## config.mk

```make
export PLATFORM = sky130hd
export DESIGN_NAME = lc3b_mem_ctrl
export DESIGN_NICKNAME = d
export VERILOG_FILES = /design/src/rtl/lc3b_pkg.sv /design/src/rtl/lc3b_mem_lanes.sv /design/src/rtl/lc3b_mem_ctrl.sv
export SDC_FILE = /design/constraint.sdc
export NUM_CORES = 1
export LEC_CHECK = 0
export ABC_AREA = 1
export CORE_MARGIN = 2
export CORE_UTILIZATION = 43
export DETAILED_ROUTE_END_ITERATION = 10
export GPL_TIMING_DRIVEN = 0
export PLACE_DENSITY = 0.8
export SYNTH_ARGS = -nofsm -noshare
export SYNTH_HDL_FRONTEND = slang
export SYNTH_HIERARCHICAL = 1
export SYNTH_SLANG_ARGS = --single-unit
```

## constraint.sdc

```tcl
create_clock -name clk -period 1.4 [get_ports clk]
set_input_delay 0.35 -clock clk [delete_from_list [all_inputs] [get_ports clk]]
set_output_delay 0.35 -clock clk [all_outputs]
set_load 0.02 [all_outputs]
```

## src/rtl/lc3b_pkg.sv

```systemverilog
// lc3b_pkg
// Shared definitions for the LC-3b memory controller: the access FSM state
// encoding, the DATA_SIZE / R_W encodings used by the datapath, and the
// minimum access latency. The counter width covers MEM_LATENCY up to 15.
package lc3b_pkg;

    typedef enum logic [1:0] {
        IDLE,
        STROBE,
        WAIT,
        DONE
    } mem_state_e;

    localparam logic SIZE_BYTE = 1'b0;
    localparam logic SIZE_WORD = 1'b1;

    localparam logic RW_READ  = 1'b0;
    localparam logic RW_WRITE = 1'b1;

    localparam int MIN_LATENCY = 3;
    localparam int CNT_W       = 4;

endpackage

```

## src/rtl/lc3b_mem_lanes.sv

```systemverilog
// lc3b_mem_lanes
// Combinational byte-lane unit. A word access enables both lanes and passes
// the write data through; a byte access enables the lane chosen by the low
// address bit and replicates the low data byte onto both lanes, so the SRAM
// sees the byte in whichever lane is enabled.
//
// Ports:
//   size   in   1   1 = word, 0 = byte
//   addr0  in   1   byte address bit 0
//   mdr    in  16   write data from the datapath
//   be     out  2   byte enables, [1] is the high byte
//   wdata  out 16   lane-aligned write data
module lc3b_mem_lanes
    import lc3b_pkg::*;
(
    input  logic        size,
    input  logic        addr0,
    input  logic [15:0] mdr,
    output logic [1:0]  be,
    output logic [15:0] wdata
);

    always_comb begin
        be    = 2'b11;
        wdata = mdr;
        unique case (size)
            SIZE_WORD: begin
                be    = 2'b11;
                wdata = mdr;
            end
            SIZE_BYTE: begin
                be    = addr0 ? 2'b10 : 2'b01;
                wdata = {mdr[7:0], mdr[7:0]};
            end
            default: ;
        endcase
    end

endmodule

```

## src/rtl/lc3b_mem_ctrl.sv

```systemverilog
// lc3b_mem_ctrl
// Memory controller between the LC-3b datapath memory interface and a
// single-port synchronous SRAM. One access at a time, exactly one SRAM
// strobe per access, and a one-cycle ready pulse R exactly MEM_LATENCY
// cycles after acceptance (acceptance cycle counted as cycle 1).
//
// Optional feature macro: LC3B_UNALIGNED_CHECK_EN. When defined, a word
// access to an odd address issues no strobe and raises `unaligned` with R.
//
// Ports:
//   clk         in   1   clock, rising edge
//   rst         in   1   asynchronous active-low reset
//   MIO_EN      in   1   access request, sampled only in IDLE
//   R_W         in   1   1 = write, 0 = read
//   DATA_SIZE   in   1   1 = word, 0 = byte
//   MAR         in  16   byte address
//   MDR         in  16   write data
//   mem_rdata   out 16   registered read word
//   R           out  1   ready pulse
//   unaligned   out  1   misaligned word access flag (macro builds only)
//   sram_en     out  1   SRAM strobe
//   sram_we     out  1   SRAM write enable
//   sram_be     out  2   SRAM byte enables
//   sram_addr   out AW   SRAM word address
//   sram_wdata  out 16   SRAM write data
//   sram_rdata  in  16   SRAM read data, valid one cycle after a read strobe
module lc3b_mem_ctrl
    import lc3b_pkg::*;
#(
    parameter int MEM_LATENCY = 5,
    parameter int AW          = 15
) (
    input  logic          clk,
    input  logic          rst,
    input  logic          MIO_EN,
    input  logic          R_W,
    input  logic          DATA_SIZE,
    input  logic [15:0]   MAR,
    input  logic [15:0]   MDR,
    output logic [15:0]   mem_rdata,
    output logic          R,
`ifdef LC3B_UNALIGNED_CHECK_EN
    output logic          unaligned,
`endif
    output logic          sram_en,
    output logic          sram_we,
    output logic [1:0]    sram_be,
    output logic [AW-1:0] sram_addr,
    output logic [15:0]   sram_wdata,
    input  logic [15:0]   sram_rdata
);

    // Number of WAIT cycles between STROBE and DONE.
    localparam logic [CNT_W-1:0] CNT_LOAD = CNT_W'(MEM_LATENCY - MIN_LATENCY);

    mem_state_e       state, next_state;
    logic [CNT_W-1:0] cnt, next_cnt;
    logic             next_sram_en;
    logic             next_r;
    logic             accept;
    logic             suppress;
    logic             capture;
    logic [1:0]       lane_be;
    logic [15:0]      lane_wdata;

    assign accept = (state == IDLE) && MIO_EN;

`ifdef LC3B_UNALIGNED_CHECK_EN
    logic req_bad;
    assign suppress = (DATA_SIZE == SIZE_WORD) && MAR[0];
`else
    assign suppress = 1'b0;
`endif

    // Lane selection works on the live request; its result is latched at
    // acceptance together with the rest of the request.
    lc3b_mem_lanes u_lanes (
        .size  (DATA_SIZE),
        .addr0 (MAR[0]),
        .mdr   (MDR),
        .be    (lane_be),
        .wdata (lane_wdata)
    );

    always_ff @(posedge clk or negedge rst) begin
        if (!rst) begin
            state <= IDLE;
            cnt   <= '0;
        end else begin
            state <= next_state;
            cnt   <= next_cnt;
        end
    end

    // Outputs are registered, so the strobe and ready values are decided
    // one cycle early: strobe on acceptance, ready on the transition into
    // DONE. With the minimum latency STROBE goes straight to DONE.
    always_comb begin
        next_state   = state;
        next_cnt     = cnt;
        next_sram_en = 1'b0;
        next_r       = 1'b0;
        unique case (state)
            IDLE: begin
                if (MIO_EN) begin
                    next_state   = STROBE;
                    next_cnt     = CNT_LOAD;
                    next_sram_en = !suppress;
                end
            end
            STROBE: begin
                if (cnt == '0) begin
                    next_state = DONE;
                    next_r     = 1'b1;
                end else begin
                    next_state = WAIT;
                end
            end
            WAIT: begin
                next_cnt = cnt - CNT_W'(1);
                if (cnt == CNT_W'(1)) begin
                    next_state = DONE;
                    next_r     = 1'b1;
                end
            end
            DONE: begin
                next_state = IDLE;
            end
            default: begin
                next_state = IDLE;
            end
        endcase
    end

    // The request is frozen at acceptance. Read data is captured one edge
    // after the SRAM returns it, and only if a read strobe was really issued.
    always_ff @(posedge clk or negedge rst) begin
        if (!rst) begin
            sram_en    <= 1'b0;
            sram_we    <= 1'b0;
            sram_be    <= '0;
            sram_addr  <= '0;
            sram_wdata <= '0;
            R          <= 1'b0;
            capture    <= 1'b0;
            mem_rdata  <= '0;
        end else begin
            sram_en <= next_sram_en;
            R       <= next_r;
            capture <= (state == STROBE) && sram_en && (sram_we == RW_READ);
            if (capture) begin
                mem_rdata <= sram_rdata;
            end
            if (accept) begin
                sram_we    <= (R_W == RW_WRITE);
                sram_addr  <= MAR[AW:1];
                sram_be    <= lane_be;
                sram_wdata <= lane_wdata;
            end
        end
    end

`ifdef LC3B_UNALIGNED_CHECK_EN
    // The misalignment flag rides along with the access and is reported
    // in the same cycle as R.
    always_ff @(posedge clk or negedge rst) begin
        if (!rst) begin
            req_bad   <= 1'b0;
            unaligned <= 1'b0;
        end else begin
            if (accept) begin
                req_bad <= suppress;
            end
            unaligned <= next_r && req_bad;
        end
    end
`endif

endmodule

```

Word level (Yosys, flattened, before mapping)
Cells that the tools add are included.
Cells by class
  reduce and logical (&&, ||, !) cells: 8
  bitwise logic cells: 2
  muxes and demuxes: 14
  $add $sub $neg: 1
  shifts and indexed selects: 0
  divide/modulo/power cells: 0
  eq/ne operators: 6
  magnitude comparators: 0
  multipliers: 0
Operators with widths (number)
  $pmux W16 S2: 1
  $pmux W2 S4: 1
  $pmux W4 S2: 1
  $mux W2: 3
  $mux W1: 5
  $eq A2 B2 Y1 const B: 2
  $eq A4 B1 Y1 const B: 1
  $logic_not A4 Y1: 1
  $mux W4: 1
  $ne A2 B2 Y1 const B: 2
  $pmux W2 S2: 1
  $reduce_and A2 Y1: 2
  $sub A4 B1 Y4 const B: 1
  $logic_and A1 B1 Y1: 3
  $eq A2 B1 Y1 const B: 1
  $logic_not A2 Y1: 1
  $not A1 Y1: 2
  $pmux W1 S2: 1
  $reduce_bool A2 Y1: 1
Word-level totals
  output and inout bits: 52
  word-level logic and storage cells: 41
  bits in registers: 59
  bits in read-only memories: 0
  bits in latches: 0
  input bits: 53
  RAM bits: 0
  memories: 0

Longest topological paths before layout
  word-level depth: 3
  gate-level depth with buffers: 8
  mapped depth without buffers: 8

Cells and area by module
The synthesis kept the hierarchy.
By module, submodules not included
  lc3b_mem_ctrl: cells an instance 237, times used 1, seq. area each 1476.4 µm², area an instance 2431.1 µm²
  lc3b_mem_lanes: cells an instance 36, times used 1, seq. area each 0.0 µm², area an instance 175.2 µm²

Least setup slack after synthesis
No wires, ideal clock.
  path kind: flip-flop to flip-flop
  start: register state[0]
  end: register cnt[2]
  clock period less this slack: 1221 ps
  required time: 1281 ps
  arrival time: 1101 ps
  buffers on the path: 0
  path slack: 179 ps
  library setup time: 119 ps
  stages on the path, launching flop included: 7
  path through: dfrtp_1 inv_1 ha_1 nand2_2 or2_1 nand2_1 nor2_1
On the way
  word-level cells in the longest chain between the ends: 3
  elaborated cells between the ends (all ways): 6
  classes of those cells: eq/ne (2); mux (1); reduce/logical (3)
Ends and longest elaborated chain
  from (decl): line lc3b_mem_ctrl.sv:56  | mem_state_e state, next_state;
  from (signal assigned): line lc3b_mem_ctrl.sv:90  | state <= next_state;
  $eq A2 B2 Y1 or $logic_not A2 Y1 (tied branches): line lc3b_mem_ctrl.sv:103  | unique case (state)
  $reduce_bool A2 Y1 (no source line) or $ne A2 B2 Y1 (tied branches)
  $reduce_and A2 Y1 (no source line)
  to (signal assigned): line lc3b_mem_ctrl.sv:91  | cnt <= next_cnt;
  to (decl): line lc3b_mem_ctrl.sv:57  | logic [CNT_W-1:0] cnt, next_cnt;
Several ways; a longest one is shown, not always the timed one.
A chain may end at the register's enable or synchronous reset.

Worst setup path after layout
  start: register sram_addr[7]
  end: output sram_addr[7]
RTL lines
  from (decl): line lc3b_mem_ctrl.sv:48  | output logic [AW-1:0] sram_addr,
  from (signal assigned): line lc3b_mem_ctrl.sv:156  | sram_addr <= MAR[AW:1];
No word-level cell between the ends.

==> reports/qor.yml <==
grtUsageTotal_pct: 19.3
wl_per_cell_um: 13.0
synth_seq_area_share_pct: 56.6
gp_congestion: 0.821
vias_per_cell: 4.56
r2r_slack_ns: 0.10
grt_max_degree: 31
yosysTopAreaCell: "dfrtp_1"
slew_headroom_pct: 53.2
finalHoldViolations: 0
area_growth_pct: 48.8
cp_max_fo: 2
rows: 28
overflow: 0
cts_buffers: 9
core_um2: 5890
drt_first_pass_iters: 4
synth-seq-cells: 59
cp_num_buf_inv: 1
skew_ns: 0.00850
grt_pass1_wl_mm: 9.67
cp_cell_sequence: "dlygate4sd2_1"
slowest_stage: "dfrtp_1"
final-setup-viol-count: 0
hold_buffers: 0
vdd_drop_max_v: 0.00101
synth_area_leaders: "dfrtp_1 (57%), nand2_1 (21%), mux2_4 (5.8%)"
cts_sinks: 59
hold-worst-slack_ns: 0.0606
cts_tree: "done"
port_buffers: 103
antenna_left: 0
h-tree-depth: 3
clkTransAtPathRegs_ns: 0.07
slew_violations: 0
rsz0062_at_grt: "false"
netlist.area_leader.share_pct: 56.6
min_period_over_period_pct: 98.3
drc: 0
vias: 2129
worst_ep_arrival_time_ns: 1.03
synth_area_per_cell_um2: 9.55
cp_top_family: "flip-flops"
p_per_area_nw_per_um2: 2100
clockBufferDepth: 2
finalNetCount: 446
max_freq_mhz: 726
fin_crit_ns: 1.38
worstSetupEndpointType: "output port"
dieArea_um2: 6700
ys_warn_count: 6
p_leak_uw: 0.00200
worst_slew_pin_slew_ns: 0.702
die_h_um: 81.9
io_pins: 105
final_util_pct: 65.9
place_hpwl_mm: 4.46
startpoint_type: "flip-flop"
crit_required_ns: 1.05
final_cell_mix: "nand2_1 (144), dfrtp_1 (59), clkdlybuf4s50_1 (50)"
root_buffer: "clkbuf_8"
synth_cell_types: 22
antenna_found_initial: 0
layout_commonest_cell: "nand2_1"
grt_pass1_vias: 2128
clkLatencyLatePin_ns: 0.33
syn-num-nets: 331
drt-initial-drc-count: 86
chipWidth_um: 81.9
synth_cells: 273
drive_above_1_share_pct: 18.4
status: "finished, final reports clean"
initial_core_util_pct: 44.3
hp-class: "in2async"
critical_path_class: "reg2out"
cap_violations: 0
synth_area_um2: 2610
diodes: 0
cpPeakStageDelay_ns: 0.37
drt_wl_total_mm: 6.08
-- per-stage QoR --
stage | power, µW | TNS [ns] | setup slack (ns) | instances | cell area (µm²)
floorplan | 5210 | 0 | 0.179 | 273 | 2610
global placement | 7070 | -114.31 | -1.88 | 451 | 3730
detailed placement | 7190 | -4.03 | -0.138 | 452 | 3750
finish | 8150 | 0 | 0.0233 | 467 | 3880
CTS | 8190 | 0 | 0.000380 | 467 | 3890
global route | 8720 | 0 | 0.0000151 | 467 | 3880
-- path summary, 6_finish.rpt --
| kind | cells after the start | endpoint | startpoint |
|---|---|---|---|
| hold / removal | 1 | sram_addr[8] | rst |
| hold reg to reg | 1 | capture | sram_we |
| setup reg to reg | 6 | cnt[2] | state[0] |
| min in group clk | 5 | sram_wdata[10] | DATA_SIZE |
| setup / recovery | 1 | sram_addr[7] | sram_addr[7] |
| max in group asynchronous | 2 | sram_addr[12] | rst |
-- per-layer routing --
layer	global-route usage, %	wire (µm)	vias up
met4	8.67	101	0
met3	4.95	362	11
met1	23.1	2600	998
met5	0	0	-
li1	-	-	1060
met2	32.5	3020	60
-- flip-flops by register name, indices dropped and copies added (netlist names), 2 cells and up --
| name | flops |
|---|---|
| sram_be | 2 |
| sram_addr | 15 |
| state | 2 |
| sram_wdata | 16 |
| cnt | 4 |
| mem_rdata | 16 |
-- timing repair --
| action | CTS | global route |
|---|---|---|
| buffers inserted | 0 | 0 |
| endpoints found under the setup margin | 73 | 74 |
| endpoints found under the hold margin | 0 | 0 |
| resized for setup | 71 | 48 |
-- cell type report --
class	count	area (µm²)
multi-input cells	188	955
clock inverters	2	10.0
fillers	501	2010
repair buffers	104	980
clock buffers	13	169
inverters	9	38.8
flip-flops and latches	59	1480
plain buffers	17	156
well taps	75	93.8
-- synthesized netlist by cell type --
library cell	count
nand2_2	2
a21boi_0	1
a21oi_1	2
a31oi_1	1
dfrtp_1	59
buf_4	8
nor2_2	1
mux2_4	10
nand2_1	144
inv_4	1
nand3_1	6
buf_2	3
ha_1	5
mux2_2	6
inv_1	7
nor2_1	6
buf_6	5
or2_1	2
o21ai_0	1
inv_2	1
a21oi_2	1
buf_12	1
-- power breakdown --
part | total [µW] | switching, µW | internal [µW]
clock network | 1410 | 642 | 772
logic | 3810 | 2150 | 1660
registers | 2930 | 443 | 2480
-- cells by family after synthesis --
group	count (synthesis)	synth area share [%]
and+or+nand+nor	161	24.0
DFF	59	56.6
buffers and inverters	26	7.20
muxes	16	8.35
AOI/OAI and AO/OA	6	1.44
adders and majority gates	5	2.40
No activity file was read; power rests on OpenSTA's default activity.
==> RTL edit: new RTL, same settings <==
Build with the macro `LC3B_UNALIGNED_CHECK_EN` defined.
--- a/src/rtl/lc3b_mem_ctrl.sv
+++ b/src/rtl/lc3b_mem_ctrl.sv
@@ -25,4 +25,6 @@
 //   sram_wdata  out 16   SRAM write data
 //   sram_rdata  in  16   SRAM read data, valid one cycle after a read strobe
+`define LC3B_UNALIGNED_CHECK_EN
+
 module lc3b_mem_ctrl
     import lc3b_pkg::*;
Check against the original RTL (old outputs only; new: unaligned): not equivalent (Yosys sat finds a counterexample within 4 cycles, from zero or initial values and one cycle with rst low).
==> RTL edit against the unedited design <==
- power grew 3.5%
- combinational power is 2% higher
- largest power group unchanged
- hold slack worse by 12 ps
- design area rose by 2.2%
- routed wire length increased by 4.4%
- worst setup slack better by 15 ps
- critical path type unchanged
- sequential power is 2% higher
- synthesized area grew 1.8%
- sequential cell count grew 2
==> RTL edit: results (changes against the unedited design) <==
* VDD IR max at 1.06 mV (was 1.01 mV)
* Signal buf overhead at 0.286 (was 0.293)
* Regs by FF count: mem_rdata x16, sram_wdata x16, sram_addr x15 (unchanged)
* Port bufs at 105 (was 103)
* Area contributors post-synth: dfrtp_1 (58%), nand2_1 (21%), mux2_4 (5.7%) (was dfrtp_1 (57%), nand2_1 (21%), mux2_4 (5.8%))
* Area occupied by multi-input gates at 967 µm² (was 955 µm²)
* Vias post-DR at 2,215 (was 2,129)
* Seq/Total Area, Yosys at 0.575 (was 0.566)
* Hold WS at 48.2 ps (was 60.6 ps)
* Vias per cell at 4.60 (was 4.56)
* Inverters excl. clock at 11 (was 9)
* Dpl cells at 463 (was 452)
* Starting DRT DRC Count at 146 (was 86)
* Setup slack, reg-to-reg at 60 ps (was 100 ps)
* Worst Clk Skew at 12.1 ps (was 8.50 ps)
* Critical path arrival at 1010 ps (was 1030 ps)
* Asr flop ratio synth at 1.00 (unchanged)
* Slew headroom at 0.565 (was 0.532)
* Clock buf count at 11 (was 13)
* Sequential cell area at 1530 µm² (was 1480 µm²)
* Flops & latches, synth at 61 (was 59)
* Status: completed (unchanged)
* Final WL at 6.35 mm (was 6.08 mm)
* Pleak at 2.08 nW (was 2.00 nW)
* Post-synth cell types at 18 (was 22)
* Post-DP HPWL at 4.68 mm (was 4.46 mm)
* Worst Setup SP: sram_wdata[0] (was sram_addr[7])
* Max incr delay on CP at 390 ps (was 370 ps)
* Post-Place Setup Slack at -160 ps (was -138 ps)
* Largest net degree at the start of global routing at 35 (was 31)
* Gate Count Post-Synth at 282 (was 273)
* Reg2Reg Depth at 7 (was 6)
* Comb_multi_in at 192 (was 188)
* First-pass GRT wire length at 9.80 mm (was 9.67 mm)
* GRT Util Overall at 0.191 (was 0.193)
* End of the worst register-to-register path: cnt[3] (was cnt[2])
* Layout clock area frac at 0.0508 (was 0.0461)
* Reg2reg start: state[1] (was state[0])
* Internal power at 5.10 mW (was 4.92 mW)
* Final GP Congestion at 0.847 (was 0.821)
* Bufs w/o clock at 126 (was 121)
* Post-synth net total at 340 (was 331)
RTL edit: kinds of logic (layout without fill, tap and decap cells):
logic type / Yosys count / in the layout / share of synthesized area
DFF: 61 / 61 / 0.575
buffers and inverters: 29 / 153 / 0.0665
AOI/OAI and AO/OA: 7 / 7 / 0.0137
and+or+nand+nor: 164 / 164 / 0.239
adders and majority gates: 5 / 5 / 0.0236
muxes: 16 / 16 / 0.0821
RTL edit: worst max-delay path by stage:
stage | endpoint | slack (ps) | depth (start not counted)
2_1_floorplan | cnt[2] | 130 | 7
3_3_place_gp | sram_addr[0] | -1900 | 1
3_5_place_dp | sram_addr[8] | -160 | 6
4_1_cts | mem_rdata[13] | 0.7 | 1
5_1_grt | cnt[2] | -10 | 7
6_report | sram_wdata[0] | 40 | 1
RTL edit: metrics by stage:
| stage | utilization | area (µm²) |
|---|---|---|
| 2_1_floorplan | - | 2650 |
| 3_3_place_gp | 0.638 | 3800 |
| 3_5_place_dp | 0.640 | 3810 |
| 4_1_cts | 0.665 | 3960 |
| 5_1_grt | 0.665 | 3960 |
| 6_report | 0.665 | 3960 |
RTL edit: routing by layer:
layer  wire length (µm)  vias up  track usage  part of all wire
met2               3000       92        0.315              0.47
met3                610        9       0.0696             0.096
met5                  0        -            0                 0
met4                 74        0       0.0689             0.012
met1               2670     1013        0.230              0.42
li1                   -     1101            -                 -
RTL edit: timing repair:
action | in CTS | in global routing
gates cloned | 0 | 0
gates resized for setup | 65 | 65
buffers inserted | 0 | 2
endpoints found under the hold margin | 0 | 0
setup endpoints to repair | 56 | 78
RTL edit: power groups by stage:
stage	registers, mW	clock network, mW	logic [mW]
after floorplan	3.86	0	1.41
after global placement	2.99	0	4.16
after detailed placement	3.01	0	4.27
after CTS	2.99	1.57	3.81
after global routing	3.12	1.67	4.25
final	3.00	1.54	3.89
